==> config.mk <==
export PLATFORM = sky130hd
export DESIGN_NAME = reg64_unpack
export DESIGN_NICKNAME = d
export VERILOG_FILES = /design/src/rtl/reg64_unpack.sv
export SDC_FILE = /design/constraint.sdc
export NUM_CORES = 1
export LEC_CHECK = 0
export CORE_MARGIN = 3
export CORE_UTILIZATION = 45
export CTS_BUF_LIST = sky130_fd_sc_hd__clkbuf_4
export CTS_CLUSTER_SIZE = 14
export DETAILED_ROUTE_END_ITERATION = 10
export GPL_TIMING_DRIVEN = 0
export PLACE_DENSITY_LB_ADDON = 0.15
export SETUP_SLACK_MARGIN = 0.4
export SLEW_MARGIN = 20
export SYNTH_ARGS = -nofsm -noshare
export SYNTH_HDL_FRONTEND = slang
export SYNTH_SLANG_ARGS = --single-unit
==> constraint.sdc <==
create_clock -name clk -period 2.3 [get_ports clk]
set_clock_uncertainty 0.15 [all_clocks]
set_input_delay 0.345 -clock clk [delete_from_list [all_inputs] [get_ports clk]]
set_output_delay 0.345 -clock clk [all_outputs]
set_load 0.1 [all_outputs]
==> src/rtl/reg64_unpack.sv <==
// reg64_unpack: takes one IN_W-bit word over a valid/ready handshake and
// streams it out as OUT_W-bit beats, least-significant beat first.
// Optional feature macro: REG64_UNPACK_PARITY_EN adds out_par = ^out_data
// (0 while idle or in reset).
// Handshake: a transfer happens on a rising edge where valid and ready are
// both 1; a source holding valid keeps its data stable until that edge, and
// ready may depend combinationally on the downstream ready.
module reg64_unpack #(
    parameter int IN_W  = 64,
    parameter int OUT_W = 32
) (
    input  logic             clk,
    input  logic             reset,
    input  logic [IN_W-1:0]  in_data,
    input  logic             in_valid,
    output logic             in_ready,
    output logic [OUT_W-1:0] out_data,
    output logic             out_valid,
    input  logic             out_ready,
    output logic             out_last,
`ifdef REG64_UNPACK_PARITY_EN
    output logic             out_par,
`endif
    output logic             busy
);

    localparam int BEATS = IN_W / OUT_W;
    localparam int CW    = (BEATS > 1) ? $clog2(BEATS) : 1;

    typedef enum logic {
        S_IDLE = 1'b0,
        S_BUSY = 1'b1
    } state_t;

    state_t           r_state;
    state_t           w_state_nxt;
    logic [CW-1:0]    r_beat;
    logic [IN_W-1:0]  r_hold;
    logic             w_last;
    logic             w_accept;
    logic             w_xfer;
    logic [OUT_W-1:0] w_beat_data;

    assign w_last   = (r_beat == CW'(BEATS - 1));
    assign w_xfer   = (r_state == S_BUSY) && out_ready;
    assign w_accept = in_valid && in_ready;

    // State register; reset drops any word in flight.
    always_ff @(posedge clk or negedge reset) begin
        if (!reset) begin
            r_state <= S_IDLE;
        end else begin
            r_state <= w_state_nxt;
        end
    end

    // Next state: enter BUSY on accept, leave only after the last beat with no reload.
    always_comb begin
        w_state_nxt = r_state;
        case (r_state)
            S_IDLE: if (w_accept) w_state_nxt = S_BUSY;
            S_BUSY: if (w_xfer && w_last && !w_accept) w_state_nxt = S_IDLE;
            default: w_state_nxt = S_IDLE;
        endcase
    end

    // Hold register and beat counter: hold written only on accept, beat stops at BEATS-1.
    always_ff @(posedge clk or negedge reset) begin
        if (!reset) begin
            r_hold <= '0;
            r_beat <= '0;
        end else if (w_accept) begin
            r_hold <= in_data;
            r_beat <= '0;
        end else if (w_xfer && !w_last) begin
            r_beat <= r_beat + CW'(1);
        end
    end

    // Beat selection from the hold register.
    always_comb begin
        w_beat_data = '0;
        for (int b = 0; b < BEATS; b++) begin
            if (r_beat == CW'(b)) w_beat_data = r_hold[b*OUT_W +: OUT_W];
        end
    end

    // Outputs: ready is combinational from out_ready so words can follow with no bubble.
    always_comb begin
        busy      = (r_state == S_BUSY);
        out_valid = busy;
        out_last  = busy && w_last;
        out_data  = w_beat_data;
        in_ready  = reset && ((r_state == S_IDLE) ||
                              ((r_state == S_BUSY) && w_last && out_ready));
`ifdef REG64_UNPACK_PARITY_EN
        out_par   = busy && (^w_beat_data);
`endif
    end

endmodule

==> results.sh, run 1 <==
export IMPL_place_inst=381
export IMPL_worst_slew_pin_slew_ns=0.484
export IMPL_clkTransAtPathRegs_ns=0.10
export IMPL_hp_class="in2reg"
export IMPL_boundaryPins=104
export IMPL_firstDrtPassIters=4
export IMPL_maxCapViolCount=0
export IMPL_critPathMostFrequentCell="buf_6"
export IMPL_rrSetupSlack_ns=0.42
export IMPL_reg2reg_from="r_beat"
export IMPL_cts_htree_levels=3
export IMPL_synth_most_common_cell="dfrtp_1"
export IMPL_grt_antenna_before_repair=0
export IMPL_period_share_pct=90.1
export IMPL_synth_compound_area_share_pct=0.834
export IMPL_synthMuxAreaShare_pct=41.4
export IMPL_cp_slowest_stage_delay_ns=0.37
export IMPL_synth_seq_cells=66
export IMPL_path_delay_family="buffers and inverters"
export IMPL_yosysSeqAreaShare_pct=52.4
export IMPL_routed_wl_um=7080
export IMPL_avgSynthCellArea_um2=17.1
export IMPL_layout_cells_non_filler=409
export IMPL_wire_per_inst_um=17.3
export IMPL_r2r_end="r_hold[17]"
export IMPL_port_buffers=103
export IMPL_drcViolationCount=0
export IMPL_grt_use_total_pct=18.2
export IMPL_die_h_um=89.7
export IMPL_crit_path_end_kind="primary output"
export IMPL_path_buf_inv=3
export IMPL_syn2layout_area_growth_pct=54.8
export IMPL_cts_sinks=66
export IMPL_async_flop_share_pct=100
export IMPL_netlist_instances=184
export IMPL_maxSlewViolCount=0
export IMPL_grt_max_degree=34
export IMPL_rows=29
export IMPL_synth_top_family_by_area="multiplexers"
export IMPL_viasPerCell=4.80
export IMPL_synth_area_top_cells="dfrtp_1, mux2_4, mux2_2"
export IMPL_place_area_mm2=0.00432
export IMPL_rsz0062_at_grt="yes"
export IMPL_arrival_ns=1.58
export IMPL_ant_nets=0
export IMPL_die_area_mm2=0.00804
export IMPL_cts_max_path_buffers=2
export IMPL_final_fill_count=428
export IMPL_grt_pass1_wl_um=10900
export IMPL_status="completed"
export IMPL_start_util_pct=48.0
export IMPL_ctsRootBufferMaster="clkbuf_4"
export IMPL_setup_slack_ns=0.227
export IMPL_synth_xor_area_share_pct=0
export IMPL_critPathRequiredTime_ns=1.80
export IMPL_ys_top_cells_by_count="dfrtp_1, mux2_4, mux2_2"
export IMPL_synthFlopType="dfrtp_1"
export IMPL_startpoint="r_beat"
export IMPL_dp_slack_ns=-0.569
export IMPL_period_minus_slack_ns=2.07
export IMPL_vias=1963
export IMPL_timing_fmax_mhz=482
export IMPL_crit_path_start_kind="flop"
export IMPL_crit_end="out_data[12]"
export IMPL_ys_types=14
export IMPL_cts_made_buffers=9
export IMPL_chipWidth_um=89.7
export IMPL_critical_path_depth=4
export IMPL_setup_violations=0
export IMPL_num_antenna_cells=0
export IMPL_drive_above_1_share_pct=55.4
export IMPL_drtIter0Drc=41
export IMPL_hold_viol_final=0
export IMPL_design_area_mm2=0.00488
export IMPL_syn_nets=252
export IMPL_coreArea_mm2=0.00657
export IMPL_synthAdderAreaFrac_pct=0
export IMPL_clk_latency_ns=0.36
export IMPL_ys_warn_count=0
export IMPL_path_max_fanout=10
export IMPL_synth_area_mm2=0.00315
export IMPL_yosysTopAreaCellShare_pct=52.4
export IMPL_cts_tree="built"
export IMPL_dpl_hpwl_um=4680
export IMPL_grt_ovfl_total=0
export IMPL_critical_path_slowest_cell="dfrtp_1"
export IMPL_grt_pass1_vias=2115
export IMPL_ff2ff_path_depth=8
export IMPL_slew_headroom_pct=68.0
export IMPL_critPathKind="reg2out"
export IMPL_crit_chain="buf_6 -> buf_12 -> mux2_2 -> buf_6"
export IMPL_synth_edff_count=0
export IMPL_gp_congestion=0.679
export IMPL_fin_nets=380
export IMPL_yosys_area_top_type="dfrtp_1"
export IMPL_synth_simple_area_share_pct=1.43
==> how the worst min path moves through the flow <==
stage                             to  depth (start not counted)  startpoint
after floorplan                 busy                          0       reset
after global placement    r_hold[41]                          1  r_hold[41]
after detailed placement  r_hold[21]                          1       reset
after CTS                       busy                          4       reset
after global routing            busy                          4       reset
final                           busy                          4       reset
==> per-stage QoR <==
step,hold WS (ns),utilization (%),setup TNS (ns)
global placement,0.336,65.5,-290.63
CTS,0.238,71.5,0
detailed placement,0.173,65.8,-23.32
floorplan,-0.101,-,0
global route,0.270,74.3,0
finish,0.270,74.3,0
==> cells in the final DEF, fill, tap and decap left out, drive strengths merged <==
| cell | count |
|---|---|
| a21oi | 1 |
| and2 | 2 |
| buf | 58 |
| clkbuf | 12 |
| clkdlybuf4s50 | 66 |
| clkinv | 5 |
| dfrtp | 66 |
| dlygate4sd3 | 2 |
| mux2 | 96 |
| nand2 | 5 |
| nor2b | 1 |
| o21ai | 2 |
==> metal layers <==
metal,track usage [%],up-vias,routed length (um)
met4,5.68,0,48
li1,-,908,-
met3,5.47,5,504
met2,27.9,68,3420
met1,24.8,982,3110
met5,0,-,0
==> logic make-up (layout without fill, tap and decap cells) <==
kind of cell	Yosys count	after routing
AOI/OAI and AO/OA	3	3
buffers and inverters	11	143
DFF	66	66
muxes	96	96
and+or+nand+nor	8	8
==> cell type report <==
cell class | instances | area [um^2] | area share (%)
clock inverters | 5 | 22.5 | 0.462
well taps | 93 | 116 | 2.39
clock buffers | 10 | 75.1 | 1.54
repair buffers | 117 | 1390 | 28.5
multi-input cells | 107 | 1450 | 29.6
plain buffers | 11 | 174 | 3.57
flip-flops and latches | 66 | 1650 | 33.9
==> what timing repair did <==
action	4_1_cts	5_1_grt
pin swaps	0	1
buffers inserted	5	1
hold endpoints to repair	33	0
setup endpoints to repair	100	35
hold buffers	5	0
gates resized for setup	278	41
cloned	1	1
==> flip-flops by register name (all words and copies together) (netlist names) <==
register / count
r_hold: 64
busy: 1
r_beat: 1
==> worst reg2reg max path: cells and delay by family, from the launching register on <==
family | cells | cell delay [ns]
compound gates | 1 | 0.14
buf+inv | 5 | 0.74
flops | 1 | 0.37
mux | 1 | 0.31
simple gates | 1 | 0.06
Power of run 1 is left out: the tool's default activity adds up to more than one toggle a clock period on the data nets, which glitch-free logic cannot reach.
==> inputs of run 2 (changes only) <==
Settings changed: CAP_MARGIN from default to 20.
==> results of run 2 <==
Same layout as run 1: the final DEF is identical, and so are final timing and power.
Power of run 2 is left out for the same reason.
==> inputs of run 3 (changes only) <==
--- a/constraint.sdc
+++ b/constraint.sdc
@@ -4,2 +4,2 @@
 set_output_delay 0.345 -clock clk [all_outputs]
-set_load 0.1 [all_outputs]
+set_load 0.01 [all_outputs]
==> run 3 against run 2 <==
Against the previous run: flip-flop and latch count stayed put; core utilization is 2.2 points lower; cell count rose by 1.5%; setup slack worse by 0.078 ns; worst hold slack lost 0.037 ns; largest cell class unchanged; highest routed layer unchanged.
==> results.sh, run 3 (synthesized netlist as in run 1, its figures left out) <==
export IMPL_ir_drop_mv=0.633
export IMPL_crit_path_start_kind="flop"
export IMPL_critPathKind="reg2out"
export IMPL_hp_class="in2reg"
export IMPL_status="completed"
export IMPL_setup_violations=0
export IMPL_p_sw_share_pct=29.1
export IMPL_fin_nets=386
export IMPL_ant_nets=0
export IMPL_grt_pass1_vias=2108
export IMPL_firstDrtPassIters=2
export IMPL_final_common_cell="mux2_4"
export IMPL_period_minus_slack_ns=2.15
export IMPL_p_comb_share_pct=52.7
export IMPL_wl_met3_um=485
export IMPL_drive_above_1_share_pct=50.3
export IMPL_grt_max_degree=41
export IMPL_intPower_mw=4.31
export IMPL_path_buf_inv=3
export IMPL_place_area_mm2=0.00432
export IMPL_gp_congestion=0.721
export IMPL_path_delay_family="buffers and inverters"
export IMPL_final_fill_count=473
export IMPL_period_share_pct=93.5
export IMPL_wl_met1_um=3300
export IMPL_boundaryPins=104
export IMPL_cts_tree="built"
export IMPL_grt_use_total_pct=17.8
export IMPL_layout_cells_non_filler=415
export IMPL_rsz0062_at_grt="yes"
export IMPL_clk_latency_ns=0.38
export IMPL_largest_reg_flops=64
export IMPL_grt_antenna_before_repair=0
export IMPL_slew_headroom_pct=37.4
export IMPL_cts_made_buffers=9
export IMPL_crit_path_end_kind="primary output"
export IMPL_place_inst=381
export IMPL_wire_per_inst_um=17.3
export IMPL_port_buffers=103
export IMPL_wl_met2_um=3310
export IMPL_dr_max_layer_used="met4"
export IMPL_drtIter0Drc=45
export IMPL_clkTransAtPathRegs_ns=0.11
export IMPL_coreArea_mm2=0.00657
export IMPL_timing_fmax_mhz=465
export IMPL_drcViolationCount=0
export IMPL_cp_slowest_stage_delay_ns=0.35
export IMPL_chipWidth_um=89.7
export IMPL_maxCapViolCount=0
export IMPL_holdWs_ns=0.232
export IMPL_cts_max_path_buffers=2
export IMPL_critPathRequiredTime_ns=1.80
export IMPL_maxSlewViolCount=0
export IMPL_clockPowerShare_pct=13.9
export IMPL_hold_viol_final=0
export IMPL_grt_pass1_wl_um=10700
export IMPL_die_h_um=89.7
export IMPL_power_share_sequential_pct=33.4
export IMPL_grt_ovfl_total=0
export IMPL_ctsRootBufferMaster="clkbuf_4"
export IMPL_viasPerCell=4.72
export IMPL_syn2layout_area_growth_pct=50.2
export IMPL_dpl_hpwl_um=4650
export IMPL_vias=1959
export IMPL_die_area_mm2=0.00804
export IMPL_pwr_density_cell_mw_per_mm2=1280
export IMPL_fin_setup_tns_ns=0
export IMPL_num_antenna_cells=0
export IMPL_power_leakage_nw=2.16
export IMPL_cts_htree_levels=3
export IMPL_start_util_pct=48.0
export IMPL_layout_common_cells="mux2_4, clkdlybuf4s50_1, dfrtp_1"
export IMPL_critical_path_slowest_cell="dfrtp_1"
export IMPL_crit_chain="buf_6 -> buf_12 -> mux2_2 -> dlygate4sd2_1"
export IMPL_worst_slew_pin_slew_ns=0.936
export IMPL_top_register="r_hold"
export IMPL_cts_sinks=66
export IMPL_path_max_fanout=10
export IMPL_arrival_ns=1.66
export IMPL_rows=29
export IMPL_design_area_mm2=0.00473
export IMPL_p_switching_mw=1.77
export IMPL_routed_wl_um=7160
==> run 3: changes by cell type in the layout (fill, tap and decap cells not counted), moves of 2 or more <==
cell	delta
clkbuf_2	+6
bufinv_16	+2
buf_12	-19
clkinv_2	-3
dlygate4sd2_1	+18
buf_4	+2
mux2_4	-7
mux2_2	+7
==> run 3: power groups by stage <==
stage                     logic, mW  registers [mW]  clock network (mW)
after floorplan                1.81            1.94                   0
after global placement         2.95            2.02                   0
after detailed placement       2.96            2.04                   0
after CTS                      3.01            2.03               0.863
after global routing           3.42            2.11               0.930
final                          3.20            2.03               0.847
==> run 3: what timing repair did <==
| item | in CTS | in global routing |
|---|---|---|
| setup endpoints to repair | 99 | 98 |
| hold buffers | 2 | 2 |
| gates resized for setup | 88 | 36 |
| cloned | 0 | 1 |
| endpoints found under the hold margin | 28 | 66 |
| setup buffers | 10 | 5 |
| pin swaps | 1 | 1 |
==> run 3: tightest hold or removal path, cell delays in order <==
cell	delay, ns
buf_4	0.10
buf_12	0.09
nand2_1	0.10
nand2_1	0.09
==> run 3: final timing paths <==
check	from	endpoint	slack (ns)	cells after the start
max	r_beat	out_data[13]	0.15	4
min	reset	busy	0.23	4
max reg2reg	r_beat	r_hold[25]	0.34	9
min reg2reg	r_hold[44]	r_hold[44]	0.37	1
max in group asynchronous	reset	busy	0.77	3
min in group asynchronous	reset	r_hold[21]	0.51	3
==> run 3: cell type report <==
class                   count  area, um^2  area share [%]
flip-flops and latches     66        1650            34.9
clock buffers              11        82.6            1.74
well taps                  93         116            2.46
repair buffers            123        1220            25.8
plain buffers              11         174            3.67
clock inverters             4        67.6            1.43
multi-input cells         107        1420            30.0
==> run 3: stage by stage <==
| step | utilization (%) | setup slack, ns | power, mW |
|---|---|---|---|
| after floorplan | - | 0.649 | 3.75 |
| after global placement | 65.5 | -2.71 | 4.97 |
| after detailed placement | 65.7 | -0.190 | 5.00 |
| after CTS | 70.3 | 0.0942 | 5.90 |
| after global routing | 72.1 | 0.0701 | 6.45 |
| final | 72.1 | 0.149 | 6.08 |
==> run 3: routing by layer <==
metal | track usage (%) | up-vias
li1 | - | 920
met1 | 24.1 | 965
met2 | 27.3 | 67
met3 | 5.38 | 7
met4 | 6.50 | 0
met5 | 0 | -
Note: power is estimated with default switching activity, not from simulation.
